$ cat src/rtl/morse_decoder.sv
// Receive-side Morse decoder: times marks/spaces of a keyed line in dot-unit ticks
// and emits completed characters and word gaps as one-cycle strobes.
//
// state | meaning
// IDLE  | line quiet, waiting for the first mark of a word
// MARK  | tone present, timing the current element
// SPACE | inter-element gap, character still open
// GAP   | character emitted, waiting for a new mark or a word gap
module morse_decoder #(
  parameter int TICK_DIV     = 50000,
  parameter int DASH_MIN     = 2,
  parameter int CHAR_GAP_MIN = 2,
  parameter int WORD_GAP_MIN = 5,
  parameter int MAX_ELEM     = 5
) (
  input  logic                          clk,
  input  logic                          areset,
  input  logic                          key_in,
  output logic                          char_valid,
  output logic [MAX_ELEM-1:0]           char_bits,
  output logic [$clog2(MAX_ELEM+1)-1:0] char_len,
  output logic                          char_err,
  output logic                          word_valid,
  output logic                          busy
);

  localparam int PRE_W = $clog2(TICK_DIV);
  localparam int DUR_W = $clog2(WORD_GAP_MIN + 1);
  localparam int LEN_W = $clog2(MAX_ELEM + 1);

  localparam logic [PRE_W-1:0] PRE_LAST   = PRE_W'(TICK_DIV - 1);
  localparam logic [DUR_W-1:0] DUR_SAT    = DUR_W'(WORD_GAP_MIN);
  localparam logic [DUR_W-1:0] CHAR_LAST  = DUR_W'(CHAR_GAP_MIN - 1);
  localparam logic [DUR_W-1:0] WORD_LAST  = DUR_W'(WORD_GAP_MIN - 1);
  localparam logic [DUR_W:0]   DASH_TICKS = (DUR_W + 1)'(DASH_MIN);
  localparam logic [LEN_W-1:0] LEN_MAX    = LEN_W'(MAX_ELEM);

  typedef enum logic [1:0] {
    IDLE  = 2'd0,
    MARK  = 2'd1,
    SPACE = 2'd2,
    GAP   = 2'd3
  } state_t;

  logic                sync1_q;
  logic                key_s_q;
  logic                key_prev_q;
  logic [PRE_W-1:0]    presc_q, presc_d;
  logic [DUR_W-1:0]    dur_q, dur_d;
  state_t              state_q, state_d;
  logic [MAX_ELEM-1:0] elem_q, elem_d;
  logic [LEN_W-1:0]    len_q, len_d;
  logic                ovf_q, ovf_d;
  logic                char_valid_q, char_valid_d;
  logic [MAX_ELEM-1:0] char_bits_q, char_bits_d;
  logic [LEN_W-1:0]    char_len_q, char_len_d;
  logic                char_err_q, char_err_d;
  logic                word_valid_q, word_valid_d;
  logic                busy_q, busy_d;

  logic             rise;
  logic             fall;
  logic             key_edge;
  logic             wrap;
  logic             tick;
  logic [DUR_W:0]   mark_ticks;
  logic             is_dash;

  assign rise     = key_s_q & ~key_prev_q;
  assign fall     = ~key_s_q & key_prev_q;
  assign key_edge = rise | fall;
  assign wrap     = (presc_q == PRE_LAST);
  assign tick     = wrap & ~key_edge;

  // A tick landing on the falling edge still belongs to the mark, so a mark of
  // exactly DASH_MIN units classifies as a dash even though the edge wins dur.
  assign mark_ticks = {1'b0, dur_q} + {{DUR_W{1'b0}}, wrap};
  assign is_dash    = (mark_ticks >= DASH_TICKS);

  always_comb begin
    presc_d      = (key_edge || wrap) ? '0 : presc_q + PRE_W'(1);
    dur_d        = dur_q;
    state_d      = state_q;
    elem_d       = elem_q;
    len_d        = len_q;
    ovf_d        = ovf_q;
    char_valid_d = 1'b0;
    char_bits_d  = char_bits_q;
    char_len_d   = char_len_q;
    char_err_d   = char_err_q;
    word_valid_d = 1'b0;

    if (key_edge) begin
      dur_d = '0;
    end else if (tick && (dur_q != DUR_SAT)) begin
      dur_d = dur_q + DUR_W'(1);
    end

    case (state_q)
      IDLE: begin
        if (rise) state_d = MARK;
      end
      MARK: begin
        if (fall) begin
          if (len_q < LEN_MAX) begin
            for (int i = 0; i < MAX_ELEM; i++) begin
              if (len_q == LEN_W'(i)) elem_d[i] = is_dash;
            end
            len_d = len_q + LEN_W'(1);
          end else begin
            ovf_d = 1'b1;
          end
          state_d = SPACE;
        end
      end
      SPACE: begin
        if (rise) begin
          state_d = MARK;
        end else if (tick && (dur_q == CHAR_LAST)) begin
          char_valid_d = 1'b1;
          char_bits_d  = elem_q;
          char_len_d   = len_q;
          char_err_d   = ovf_q;
          elem_d       = '0;
          len_d        = '0;
          ovf_d        = 1'b0;
          state_d      = GAP;
        end
      end
      GAP: begin
        if (rise) begin
          state_d = MARK;
        end else if (tick && (dur_q == WORD_LAST)) begin
          word_valid_d = 1'b1;
          state_d      = IDLE;
        end
      end
      default: state_d = IDLE;
    endcase

    busy_d = (state_d != IDLE);
  end

  always_ff @(posedge clk or negedge areset) begin
    if (!areset) begin
      sync1_q      <= 1'b0;
      key_s_q      <= 1'b0;
      key_prev_q   <= 1'b0;
      presc_q      <= '0;
      dur_q        <= '0;
      state_q      <= IDLE;
      elem_q       <= '0;
      len_q        <= '0;
      ovf_q        <= 1'b0;
      char_valid_q <= 1'b0;
      char_bits_q  <= '0;
      char_len_q   <= '0;
      char_err_q   <= 1'b0;
      word_valid_q <= 1'b0;
      busy_q       <= 1'b0;
    end else begin
      sync1_q      <= key_in;
      key_s_q      <= sync1_q;
      key_prev_q   <= key_s_q;
      presc_q      <= presc_d;
      dur_q        <= dur_d;
      state_q      <= state_d;
      elem_q       <= elem_d;
      len_q        <= len_d;
      ovf_q        <= ovf_d;
      char_valid_q <= char_valid_d;
      char_bits_q  <= char_bits_d;
      char_len_q   <= char_len_d;
      char_err_q   <= char_err_d;
      word_valid_q <= word_valid_d;
      busy_q       <= busy_d;
    end
  end

  assign char_valid = char_valid_q;
  assign char_bits  = char_bits_q;
  assign char_len   = char_len_q;
  assign char_err   = char_err_q;
  assign word_valid = word_valid_q;
  assign busy       = busy_q;

endmodule

$ cat config.mk
export PLATFORM = sky130hd
export DESIGN_NAME = morse_decoder
export DESIGN_NICKNAME = d
export VERILOG_FILES = /design/src/rtl/morse_decoder.sv
export SDC_FILE = /design/constraint.sdc
export NUM_CORES = 1
export LEC_CHECK = 0
export CAP_MARGIN = 15
export CORE_UTILIZATION = 40
export DETAILED_ROUTE_END_ITERATION = 16
export DONT_BUFFER_PORTS = 1
export PLACE_DENSITY_LB_ADDON = 0.12
export SLEW_MARGIN = 20
export SYNTH_ARGS = -nofsm -noshare
export SYNTH_HDL_FRONTEND = slang
export SYNTH_SLANG_ARGS = --single-unit
$ cat constraint.sdc
create_clock -name clk -period 2.7 [get_ports clk]
set_input_delay 0.54 -clock clk [delete_from_list [all_inputs] [get_ports clk]]
set_output_delay 0.54 -clock clk [all_outputs]
set_load 0.1 [all_outputs]
==> flow_summary.json <==
{
  "vias": 1572,
  "syn_to_final_growth_pct": 8.96,
  "crit_top_cell": "inv_1",
  "synth_edf_count": 0,
  "numCtsBuffers": 5,
  "synth_seq_cells": 45,
  "crit_fanout": 10,
  "dp_hpwl_um": 3090,
  "hold_violations": 0,
  "finClkSkew_ps": 11.0,
  "rsz0062_at_grt": "no",
  "antenna_left": 0,
  "worst-path-buf-inv": 2,
  "stdcell_area_um2": 2490,
  "fin_crit_ps": 2300,
  "setup_viol": 0,
  "critPathTopFamily": "simple AND/OR/NAND/NOR gates",
  "clock-root-buffer": "clkbuf_8",
  "antenna_found_initial": 0,
  "finalSetupTns_ps": 0,
  "synth_ff_type": "dfrtp_1",
  "cp.arrival_ps": 2480,
  "hp-class": "primary input to asynchronous set/reset pin",
  "cts_sinks": 45,
  "ir_drop_mv": 0.270,
  "layout.nets": 230,
  "die_h_um": 77.7,
  "die_area_um2": 6030,
  "finalCritPeriodShare_pct": 85.4,
  "synth_cells": 210,
  "cts_setup_buffers": 0,
  "yosysSeqAreaShare_pct": 49.2,
  "diodes": 0,
  "yosysWarnings": 0,
  "syn-cell-area_um2": 2290,
  "dr.first_iter.drc_count": 92,
  "grt_start_max_net_pins": 46,
  "drive_above_1_share_pct": 14.9,
  "die_x_um": 77.7,
  "ys_types": 40,
  "slew_viol_final": 0,
  "ff_latch_area_um2": 1130,
  "startpoint_type": "flip-flop",
  "num_rows": 27,
  "synthArstFlopShare_pct": 100,
  "power_density_nw_per_um2": 581,
  "synthTopCellsByCount": "45 x dfrtp_1, 17 x nor2_1, 13 x ha_1",
  "grt_pass1_wl_um": 7620,
  "outcome": "finished, final reports clean",
  "firstDrtPassIters": 4,
  "numPortBuffers": 0,
  "yosys.area.top_type_share_pct": 49.2,
  "critical_path_class": "flip-flop to flip-flop",
  "grt.total_usage_pct": 16.1,
  "wl_per_cell_um": 15.2,
  "end_kind": "flip-flop",
  "fmax_mhz": 434,
  "grt_overflow": 0,
  "multi_input_area_um2": 1090,
  "p_leak_nw": 1.15,
  "first_global_vias": 1571,
  "via_per_inst": 5.48,
  "cts_tree": "built",
  "path_clk_slew_ps": 90,
  "ios": 15,
  "syn_area_per_cell_um2": 10.9,
  "synth_area_leaders": "dfrtp_1 49%, ha_1 7.1%, mux2_2 4.9%, xor2_1 3.8%, nor2_1 2.8%",
  "synth_top_area_cell": "dfrtp_1",
  "cp_cell_sequence": "inv_1 > ha_1 > inv_1 > or4b_4 > nor2_8 > mux2_2",
  "route.detailed.drc": 0,
  "critical-path-max-stage-delay_ps": 630,
  "wl_um": 4350,
  "fillerInstances": 519,
  "maxCapViolations": 0,
  "place.gp.congestion": 0.754,
  "crit_slowest_cell": "or4b_4",
  "cts_max_path_buffers": 2,
  "crit_cells": 6,
  "relSlewSlack_pct": 39.6,
  "clk-insertion-delay-late_ps": 300,
  "worst_pin_slew_ps": 906,
  "initial_utilization_pct": 41.6,
  "synth_most_common_cell": "dfrtp_1",
  "ctsHtreeMaxLevel": 2,
  "fin_util_pct": 45.3,
  "synth_nets": 226,
  "cp_data_required_time_ps": 2880,
  "reg2reg_depth": 6,
  "place_area_um2": 2370,
  "design.core.area_um2": 5510
}
repair_timing:
action / 4_1_cts / 5_1_grt
setup endpoints to repair: 0 / 0
hold buffers: 1 / 0
endpoints found under the hold margin: 45 / 0
resized for setup: 0 / 0
power by group:
| group | switching, mW | internal [mW] | leakage (nW) |
|---|---|---|---|
| Clock | 0.229 | 0.208 | 0.0512 |
| Sequential | 0.0822 | 0.712 | 0.612 |
| Combinational | 0.129 | 0.0892 | 0.483 |
| Total | 0.440 | 1.01 | 1.15 |
through the flow:
step | setup slack [ps] | power [mW] | instances | hold WS, ps
after floorplan | 380 | 0.950 | 210 | 244
after global placement | 410 | 1.00 | 278 | 246
after detailed placement | 374 | 1.01 | 278 | 246
after CTS | 342 | 1.47 | 287 | 80.8
after global routing | 175 | 1.53 | 287 | 80.5
final | 396 | 1.45 | 287 | 74.7
routing by layer:
layer	part of all wire [%]	vias up	global-route usage, %
li1	-	757	-
met1	47	787	20.3
met3	3.1	6	3.88
met5	0	-	0
met4	1.3	0	5.85
met2	49	22	26.9
cell type report:
class	count	area share [%]
clock inverter	2	0.552
multi-input combinational	148	43.9
sequential	45	45.1
tap	72	3.61
timing repair buffer	4	2.01
clock buffer	6	3.31
inverter	10	1.50
sequential cells by signal, indices dropped and copies added, names as in the netlist, 2 cells and up:
register   flops
presc_q       16
char_bits      5
char_len       3
len_q          3
dur_q          3
elem_q         5
state_q        2
cell usage in the layout (no fill, tap or decap), types with 2 or more instances in the layout:
master and n:
dfrtp_1 45, a21oi_1 9, mux2i_1 3, o31ai_1 4, nand2_1 7, nand3_1 7
or2_2 2, or3_1 4, nor2_1 17, and3_1 4, and2_1 3, o21ai_0 11
inv_1 9, ha_1 13, clkbuf_8 6, nand4_1 8, xor2_1 10, buf_4 3
xnor2_1 2, nor2b_1 3, a311oi_1 2, and4bb_2 2, o211ai_1 8, nand2b_1 3
nor3_1 2, mux2_2 10, and4_1 2
cell families after synthesis:
logic type,count (synthesis),share of synthesized area [%]
AO/OA/AOI/OAI,39,11.1
XOR/XNOR,12,4.59
adder cells (fa/ha/maj),13,7.10
buffers and inverters,17,3.01
flip-flops,45,49.2
multiplexers,13,6.23
AND/OR/NAND/NOR,71,18.8
path summary, 6_finish.rpt:
kind / from / endpoint / slack, ps
worst max-delay path: key_s_q$_DFF_PN0_ / char_len[1]$_DFFE_PN0P_ / 400
worst min register to register: sync1_q$_DFF_PN0_ / key_s_q$_DFF_PN0_ / 350
min in group clk: key_in / sync1_q$_DFF_PN0_ / 270
worst min-delay path: areset / dur_q[1]$_DFFE_PN0P_ / 70
worst max register to register: key_s_q$_DFF_PN0_ / char_len[1]$_DFFE_PN0P_ / 400
max in group asynchronous: areset / len_q[1]$_DFFE_PN0P_ / 2420
(Power assumes the default switching activity.)
